[src/rtl/sobol_rng_nd_if.sv]
// -----------------------------------------------------------------------------
// sobol_rng_nd_if
//   Bundles the control, direction-vector load and sample-stream signals of
//   sobol_rng_nd. clk and rst stay plain ports on the generator.
//
//   master : the controller / consumer side (drives en, restart, dv_*, out_ready)
//   slave  : the generator side (drives out_valid, sobol_seq, cnt, wrap)
//
//   en        run enable
//   restart   synchronous sequence restart (direction vectors kept)
//   dv_we     direction-vector write strobe
//   dv_dim    dimension being written
//   dv_idx    vector index being written (0 = MSB-weighted vector)
//   dv_data   vector value
//   out_valid sobol_seq holds a valid sample
//   out_ready consumer accepts the presented sample
//   sobol_seq NDIM packed samples, dim d at [d*WIDTH +: WIDTH]
//   cnt       index n of the presented sample
//   wrap      one-cycle pulse after the full 2^WIDTH period completes
// -----------------------------------------------------------------------------
interface sobol_rng_nd_if #(
    parameter int WIDTH = 16,
    parameter int NDIM  = 2
);
    localparam int DIMW = (NDIM > 1) ? $clog2(NDIM) : 1;
    localparam int IDXW = $clog2(WIDTH);

    logic                    en;
    logic                    restart;
    logic                    dv_we;
    logic [DIMW-1:0]         dv_dim;
    logic [IDXW-1:0]         dv_idx;
    logic [WIDTH-1:0]        dv_data;
    logic                    out_valid;
    logic                    out_ready;
    logic [NDIM*WIDTH-1:0]   sobol_seq;
    logic [WIDTH-1:0]        cnt;
    logic                    wrap;

    modport master (
        output en, restart, dv_we, dv_dim, dv_idx, dv_data, out_ready,
        input  out_valid, sobol_seq, cnt, wrap
    );

    modport slave (
        input  en, restart, dv_we, dv_dim, dv_idx, dv_data, out_ready,
        output out_valid, sobol_seq, cnt, wrap
    );
endinterface

[src/rtl/sobol_rng_nd.sv]
// -----------------------------------------------------------------------------
// sobol_rng_nd
//   Multi-dimension Gray-code Sobol low-discrepancy generator. NDIM dimensions
//   share one WIDTH-bit step counter; each dimension owns a runtime-loadable
//   table of WIDTH direction vectors. Samples leave on a valid/ready stream.
//
//   clk  rising-edge clock
//   rst  synchronous, active-high reset (tables return to identity)
//   bus  sobol_rng_nd_if.slave: en, restart, dv_we/dv_dim/dv_idx/dv_data,
//        out_valid/out_ready, sobol_seq, cnt, wrap
// -----------------------------------------------------------------------------
module sobol_rng_nd #(
    parameter int WIDTH = 16,
    parameter int NDIM  = 2
) (
    input  logic           clk,
    input  logic           rst,
    sobol_rng_nd_if.slave  bus
);

    logic [WIDTH-1:0] cnt_q, cnt_d;
    logic [WIDTH-1:0] seq_q [NDIM];
    logic [WIDTH-1:0] seq_d [NDIM];
    logic [WIDTH-1:0] dv_q  [NDIM][WIDTH];
    logic [WIDTH-1:0] dv_d  [NDIM][WIDTH];
    logic             valid_q, valid_d;
    logic             wrap_q, wrap_d;

    logic             fire;
    logic             cnt_full;
    logic [WIDTH-1:0] step_bit;

    // valid_q is a register, so out_ready never reaches out_valid combinationally.
    assign fire     = valid_q & bus.out_ready;
    assign cnt_full = &cnt_q;
    // One-hot marker of the least-significant zero bit of cnt; all-zero when
    // cnt is all-ones (the wrap step).
    assign step_bit = ~cnt_q & (cnt_q + WIDTH'(1));

    always_comb begin
        // NOTE: every variable gets a default before any branch so no path
        // leaves it unassigned; otherwise synthesis infers a latch.
        cnt_d   = cnt_q;
        seq_d   = seq_q;
        dv_d    = dv_q;
        wrap_d  = 1'b0;
        valid_d = bus.en;

        if (bus.restart) begin
            cnt_d = '0;
            for (int d = 0; d < NDIM; d++) seq_d[d] = '0;
        end else if (fire) begin
            if (cnt_full) begin
                cnt_d  = '0;
                wrap_d = 1'b1;
                for (int d = 0; d < NDIM; d++) seq_d[d] = '0;
            end else begin
                cnt_d = cnt_q + WIDTH'(1);
                // Reads dv_q, so a same-cycle table write takes effect next step.
                for (int d = 0; d < NDIM; d++)
                    for (int k = 0; k < WIDTH; k++)
                        if (step_bit[k]) seq_d[d] = seq_q[d] ^ dv_q[d][k];
            end
        end

        // Exact-match decode: out-of-range dimension or index hits no entry.
        for (int d = 0; d < NDIM; d++)
            for (int k = 0; k < WIDTH; k++)
                if (bus.dv_we && int'(bus.dv_dim) == d && int'(bus.dv_idx) == k)
                    dv_d[d][k] = bus.dv_data;
    end

    // NOTE: sequential state uses non-blocking assignments so every flop
    // samples the pre-edge value regardless of statement order.
    always_ff @(posedge clk) begin
        if (rst) begin
            cnt_q   <= '0;
            valid_q <= 1'b0;
            wrap_q  <= 1'b0;
            for (int d = 0; d < NDIM; d++) begin
                seq_q[d] <= '0;
                // NOTE: the direction tables are flops with reset, not RAM,
                // because reset must restore the identity table v[k] = 1<<(WIDTH-1-k).
                for (int k = 0; k < WIDTH; k++)
                    dv_q[d][k] <= WIDTH'(1) << (WIDTH - 1 - k);
            end
        end else begin
            cnt_q   <= cnt_d;
            valid_q <= valid_d;
            wrap_q  <= wrap_d;
            seq_q   <= seq_d;
            dv_q    <= dv_d;
        end
    end

    assign bus.out_valid = valid_q;
    assign bus.cnt       = cnt_q;
    assign bus.wrap      = wrap_q;

    for (genvar g = 0; g < NDIM; g++) begin : g_pack
        assign bus.sobol_seq[g*WIDTH +: WIDTH] = seq_q[g];
    end

endmodule

[src/flat_wrapper.sv]
// flat-port wrapper written by rule: the top's interface ports become plain ports
module sobol_rng_nd_flat 
#(
    parameter int WIDTH = 16,
    parameter int NDIM  = 2
)
  (clk, rst, bus_en, bus_restart, bus_dv_we, bus_dv_dim, bus_dv_idx, bus_dv_data, bus_out_ready, bus_out_valid, bus_sobol_seq, bus_cnt, bus_wrap);
  sobol_rng_nd_if #(.WIDTH(WIDTH), .NDIM(NDIM)) bus_i ();
  input  logic clk;
  input  logic rst;
  input wire logic [$bits(bus_i.en)-1:0] bus_en;
  input wire logic [$bits(bus_i.restart)-1:0] bus_restart;
  input wire logic [$bits(bus_i.dv_we)-1:0] bus_dv_we;
  input wire logic [$bits(bus_i.dv_dim)-1:0] bus_dv_dim;
  input wire logic [$bits(bus_i.dv_idx)-1:0] bus_dv_idx;
  input wire logic [$bits(bus_i.dv_data)-1:0] bus_dv_data;
  input wire logic [$bits(bus_i.out_ready)-1:0] bus_out_ready;
  output wire logic [$bits(bus_i.out_valid)-1:0] bus_out_valid;
  output wire logic [$bits(bus_i.sobol_seq)-1:0] bus_sobol_seq;
  output wire logic [$bits(bus_i.cnt)-1:0] bus_cnt;
  output wire logic [$bits(bus_i.wrap)-1:0] bus_wrap;
  assign bus_i.en = bus_en;
  assign bus_i.restart = bus_restart;
  assign bus_i.dv_we = bus_dv_we;
  assign bus_i.dv_dim = bus_dv_dim;
  assign bus_i.dv_idx = bus_dv_idx;
  assign bus_i.dv_data = bus_dv_data;
  assign bus_i.out_ready = bus_out_ready;
  assign bus_out_valid = bus_i.out_valid;
  assign bus_sobol_seq = bus_i.sobol_seq;
  assign bus_cnt = bus_i.cnt;
  assign bus_wrap = bus_i.wrap;
  sobol_rng_nd #(.WIDTH(WIDTH), .NDIM(NDIM)) u_core (.clk(clk), .rst(rst), .bus(bus_i));
endmodule
[config.mk]
export PLATFORM = sky130hd
export DESIGN_NAME = sobol_rng_nd_flat
export DESIGN_NICKNAME = d
export VERILOG_FILES = /design/src/rtl/sobol_rng_nd_if.sv /design/src/rtl/sobol_rng_nd.sv /design/src/flat_wrapper.sv
export SDC_FILE = /design/constraint.sdc
export NUM_CORES = 2
export LEC_CHECK = 0
export BUFFER_PORTS_ARGS = -buffer_cell sky130_fd_sc_hd__clkbuf_2
export CAP_MARGIN = 5
export CORE_MARGIN = 2
export CORE_UTILIZATION = 45
export DETAILED_ROUTE_END_ITERATION = 7
export HOLD_SLACK_MARGIN = 0.02
export PLACE_DENSITY = 0.67
export SYNTH_ARGS = -nofsm -noshare
export SYNTH_HDL_FRONTEND = slang
export SYNTH_SLANG_ARGS = --single-unit
[constraint.sdc]
create_clock -name clk -period 8.2 [get_ports clk]
set_input_delay 1.23 -clock clk [delete_from_list [all_inputs] [get_ports clk]]
set_output_delay 1.23 -clock clk [all_outputs]
set_load 0.02 [all_outputs]
==> results.md <==
Run status:
- The run finished with clean final reports.

Floorplan:
- The die is 242 um wide.
- The full die area is 0.0586 sq mm.
- The floorplan die height is 242 um.
- The total number of placement rows is 87.
- The number of top-level design ports is 77.
- The core footprint is 0.0562 sq mm.
- The starting density of the core is 45.4%.

Route:
- Summed over all nets, wire length on met3 after detailed routing comes to 6.52 mm.
- Dividing the detail-routed wire length by the instance count gives 20.8 um.
- Before antenna repair, the detailed router went through 6 iterations.
- The starting DRC count in detailed routing is 2705.
- Summing over every cut layer, the via total after detailed routing is 24000.
- In the routed design, unresolved DRC markers number 0.
- In this run the remaining antenna-violating nets after routing total 0.
- Using the TritonRoute via totals, the vias-per-cell ratio works out to 5.76.
- The met1 layer wirelength in the final routing is 36.4 mm.
- Summed over all nets, wire length on met2 after detailed routing comes to 39.7 mm.
- Signal routing reaches up to met4.
- The routed design has 87.0 mm of wire.

Pwr:
- The internal power component is 0.00436 W.
- IR analysis of the VDD net gives a maximum drop of 0.000156 V.
- Sequential cells burn 48.6% of the power.
- Of the total power, combinational logic draws 3.9%.
- The fraction of power spent switching nets is 23.3%.
- Dividing total power by cell area gives a power density of 202 mW/mm^2.
- Summed over all cells, the static leakage comes to 9.40 nW.
- The analysis attributes to net switching a power of 0.00132 W.
- The clock network burns 47.6% of the power.

Place:
- The routability congestion estimate from global placement is 0.891.
- The half-perimeter wire length after placement is 53.0 mm.
- The count of buffers from port buffering is 76.

Setup path:
- STA classifies the critical path endpoint as a flip-flop.
- The critical setup path kind is reg2reg.
- The biggest fanout along the worst timing path is 37.
- The critical path data required time is 8.76 ns.
- The type of element launching the critical path is a flip-flop.
- Data arrives at the worst endpoint at 4.71 ns.

Global route:
- The overall overflow remaining after global route is 0.
- The global-route wire length before repair is 133 mm.
- The pin count of the biggest net entering global routing is 158.
- The number of antenna violations at the first check in global routing is 1.
- The number of global-route vias before repair was 22100.
- In the global route stage, overall resource usage came out at 28.7%.

STA:
- The fraction of the cycle the final worst path needs is 50.6%.
- The final hold violation count is 0.
- Subtracting the final worst setup slack from the clock period gives 4.15 ns.
- After routing, the total negative slack on setup checks comes to 0 ns.
- The count of final max-slew check failures is 0.
- The worst hold slack after final layout is 0.450 ns.
- The post-route clock skew is 0.0134 ns.
- Setup violations remaining at the end of the flow were counted as 0.
- The maximum frequency from static timing analysis is 241 MHz.
- The worst slew slack as a fraction of its limit is 17.9%.
- At the pin with the least slew margin, the transition time is 1.23 ns.
- Setup repair after global routing left no endpoint under its margin.

Layout:
- At the end of the flow, the number of nets in the layout was 3417.
- In the layout the commonest cells are sky130_fd_sc_hd__nand2_1 (1203), sky130_fd_sc_hd__a21oi_1 (576), sky130_fd_sc_hd__dfxtp_1 (562).
- The commonest non-fill, non-tap cell in the layout is sky130_fd_sc_hd__nand2_1.
- The synthesis-to-layout area growth is 10.2%.
- The share of layout cells above drive strength 1 is 7.78%.

Logic synthesis:
- The number of enable flip-flop cells after synthesis is 0.
- After synthesis, the share of flip-flops with an asynchronous set or reset is 0%.
- Synthesis produced a netlist with a net count of 3517.
- The count of unique library cells instantiated by Yosys is 62.
- The mapped netlist covers 0.0255 sq mm.
- Each instance of the synthesized netlist takes up on average 7.34 sq um.
- The most common flop cell mapped by yosys is sky130_fd_sc_hd__dfxtp_1.
- Summed over its instances, the top area cell type makes up 44.1% of the synthesized netlist area.
- In the post-synthesis netlist, the biggest area contributors are sky130_fd_sc_hd__dfxtp_1 (44%), sky130_fd_sc_hd__nand2_1 (18%), sky130_fd_sc_hd__a21oi_1 (11%), sky130_fd_sc_hd__clkbuf_1 (3.5%), sky130_fd_sc_hd__o211ai_1 (2.2%).
- The synthesized instance count is 3474.
- Summing the sequential cell areas from Yosys gives 44.1% of the chip area.
- Counting flops and latches in the post-synthesis netlist gives 562.
- The cell type with the largest total area after synthesis is sky130_fd_sc_hd__dfxtp_1.
- During synthesis, Yosys emitted a total of 0 warnings.

Worst hold path:
- The path class of the lowest-slack min-delay path is reg2reg.

CTS:
- The H-tree generated during clock tree synthesis spans 2 levels.
- Post-CTS timing repair inserted 0 buffers for setup.
- The clock transition at the register clock pins on the worst setup and hold paths after CTS is 0.06 ns.
- At the later pin of the worst-skew pair, clock insertion delay measures 0.63 ns.
- The number of buffers created by CTS is 58.
- The root buffer cell chosen for the clock tree is sky130_fd_sc_hd__clkbuf_16.
- The TritonCTS clock tree is built.
- The number of gates resized after CTS was 0.
- The deepest clock path buffer count is 3.
- Buffers inserted to repair hold after CTS numbered 0.
- The tree built by TritonCTS fans out to 562 sinks.

Flow run:
- The count of maximum capacitance violations is 0.
==> layout make-up <==
cell class / count / area [sq um]
Timing Repair Buffer: 132 / 823
Fill cell: 5616 / 28100
Clock inverter: 17 / 193
Inverter: 76 / 285
Sequential cell: 562 / 11300
Clock buffer: 86 / 1730
Multi-Input combinational cell: 2544 / 12900
Tap cell: 756 / 946
Antenna cell: 1 / 2.50
==> flip-flops by register name (all words and copies together) (netlist names) <==
| register | cells |
|---|---|
| u_core.bus.out_valid | 1 |
| u_core.bus.wrap | 1 |
| u_core.bus.sobol_seq | 32 |
| u_core.bus.cnt | 16 |
| u_core.dv_q | 512 |
==> metrics by stage <==
stage / util [%] / power, W / instances / worst slack [ns] / cell area (sq um)
floorplan: - / 0.00295 / 3474 / 5.27 / 25500
global placement: 46.6 / 0.00303 / 4070 / 4.23 / 26200
detailed placement: 46.6 / 0.00303 / 4070 / 4.13 / 26200
CTS: 50.0 / 0.00570 / 4173 / 4.11 / 28100
global route: 50.0 / 0.00583 / 4174 / 3.73 / 28100
finish: 50.0 / 0.00568 / 4174 / 4.05 / 28100
==> power groups by stage <==
stage	combinational (W)	sequential, W	clock, W
3_3_place_gp	0.000213	0.00282	0
6_report	0.000219	0.00276	0.00270
2_1_floorplan	0.000132	0.00282	0
5_1_grt	0.000229	0.00276	0.00284
4_1_cts	0.000214	0.00276	0.00272
3_5_place_dp	0.000213	0.00282	0
==> cell usage after synthesis, types with 4 or more instances <==
cell type,number
sky130_fd_sc_hd__a222oi_1,8
sky130_fd_sc_hd__o21a_1,8
sky130_fd_sc_hd__nor3b_1,29
sky130_fd_sc_hd__and3_1,9
sky130_fd_sc_hd__a22o_1,5
sky130_fd_sc_hd__nand2_1,1203
sky130_fd_sc_hd__dfxtp_1,562
sky130_fd_sc_hd__buf_1,11
sky130_fd_sc_hd__o2111ai_1,6
sky130_fd_sc_hd__nor2b_1,79
sky130_fd_sc_hd__o221ai_1,7
sky130_fd_sc_hd__nand4_1,6
sky130_fd_sc_hd__o41ai_1,8
sky130_fd_sc_hd__a2111oi_0,6
sky130_fd_sc_hd__buf_2,39
sky130_fd_sc_hd__o21ai_0,29
sky130_fd_sc_hd__nand2b_1,47
sky130_fd_sc_hd__clkbuf_1,237
sky130_fd_sc_hd__inv_1,75
sky130_fd_sc_hd__nand3_1,39
sky130_fd_sc_hd__and2_1,4
sky130_fd_sc_hd__or3_1,9
sky130_fd_sc_hd__a221oi_1,57
sky130_fd_sc_hd__o311ai_0,9
sky130_fd_sc_hd__a31oi_1,15
sky130_fd_sc_hd__nand3b_1,8
sky130_fd_sc_hd__or3b_2,4
sky130_fd_sc_hd__o211ai_1,75
sky130_fd_sc_hd__o31ai_1,28
sky130_fd_sc_hd__mux2i_1,53
sky130_fd_sc_hd__nor4_1,5
sky130_fd_sc_hd__or2_2,5
sky130_fd_sc_hd__or4_1,8
sky130_fd_sc_hd__mux2_2,6
sky130_fd_sc_hd__a21oi_1,577
sky130_fd_sc_hd__nor2_1,84
sky130_fd_sc_hd__a211oi_1,13
sky130_fd_sc_hd__ha_1,16
sky130_fd_sc_hd__nor3_1,39
sky130_fd_sc_hd__a41oi_1,4
==> worst max-delay path, stage by stage, from the launching register on <==
cell and delay, ns:
sky130_fd_sc_hd__dfxtp_1 0.36, sky130_fd_sc_hd__ha_1 0.28, sky130_fd_sc_hd__and3_1 0.20, sky130_fd_sc_hd__ha_1 0.34
sky130_fd_sc_hd__buf_4 0.31, sky130_fd_sc_hd__nor3_2 0.76, sky130_fd_sc_hd__buf_4 0.35, sky130_fd_sc_hd__nand4_1 0.15
sky130_fd_sc_hd__o31ai_4 0.20, sky130_fd_sc_hd__buf_4 0.47, sky130_fd_sc_hd__nor2_1 0.15, sky130_fd_sc_hd__a32oi_1 0.26
sky130_fd_sc_hd__mux2i_1 0.21
==> layer usage <==
layer | up-vias | track usage (%)
met1 | 11300 | 37.9
met3 | 214 | 4.12
met2 | 1063 | 45.8
li1 | 11500 | -
met5 | - | 0
met4 | 0 | 14.4
==> final timing paths <==
path                                                  to         startpoint  slack (ns)  cells past startpoint
worst min register to register          u_core.dv_q[201]   u_core.dv_q[201]        0.45                      2
worst min-delay path                    u_core.dv_q[201]   u_core.dv_q[201]        0.45                      2
worst max register to register  u_core.bus.sobol_seq[12]  u_core.bus.cnt[0]        4.05                     12
worst max-delay path            u_core.bus.sobol_seq[12]  u_core.bus.cnt[0]        4.05                     12
==> cell families after synthesis <==
logic type | synth area share [%]
AO/OA/AOI/OAI | 20.8
XOR/XNOR | 0.0343
adder cells (fa/ha/maj) | 0.785
buffers and inverters | 5.74
flip-flops | 44.1
multiplexers | 2.34
AND/OR/NAND/NOR | 26.2
Note: power is estimated with default switching activity, not from simulation.
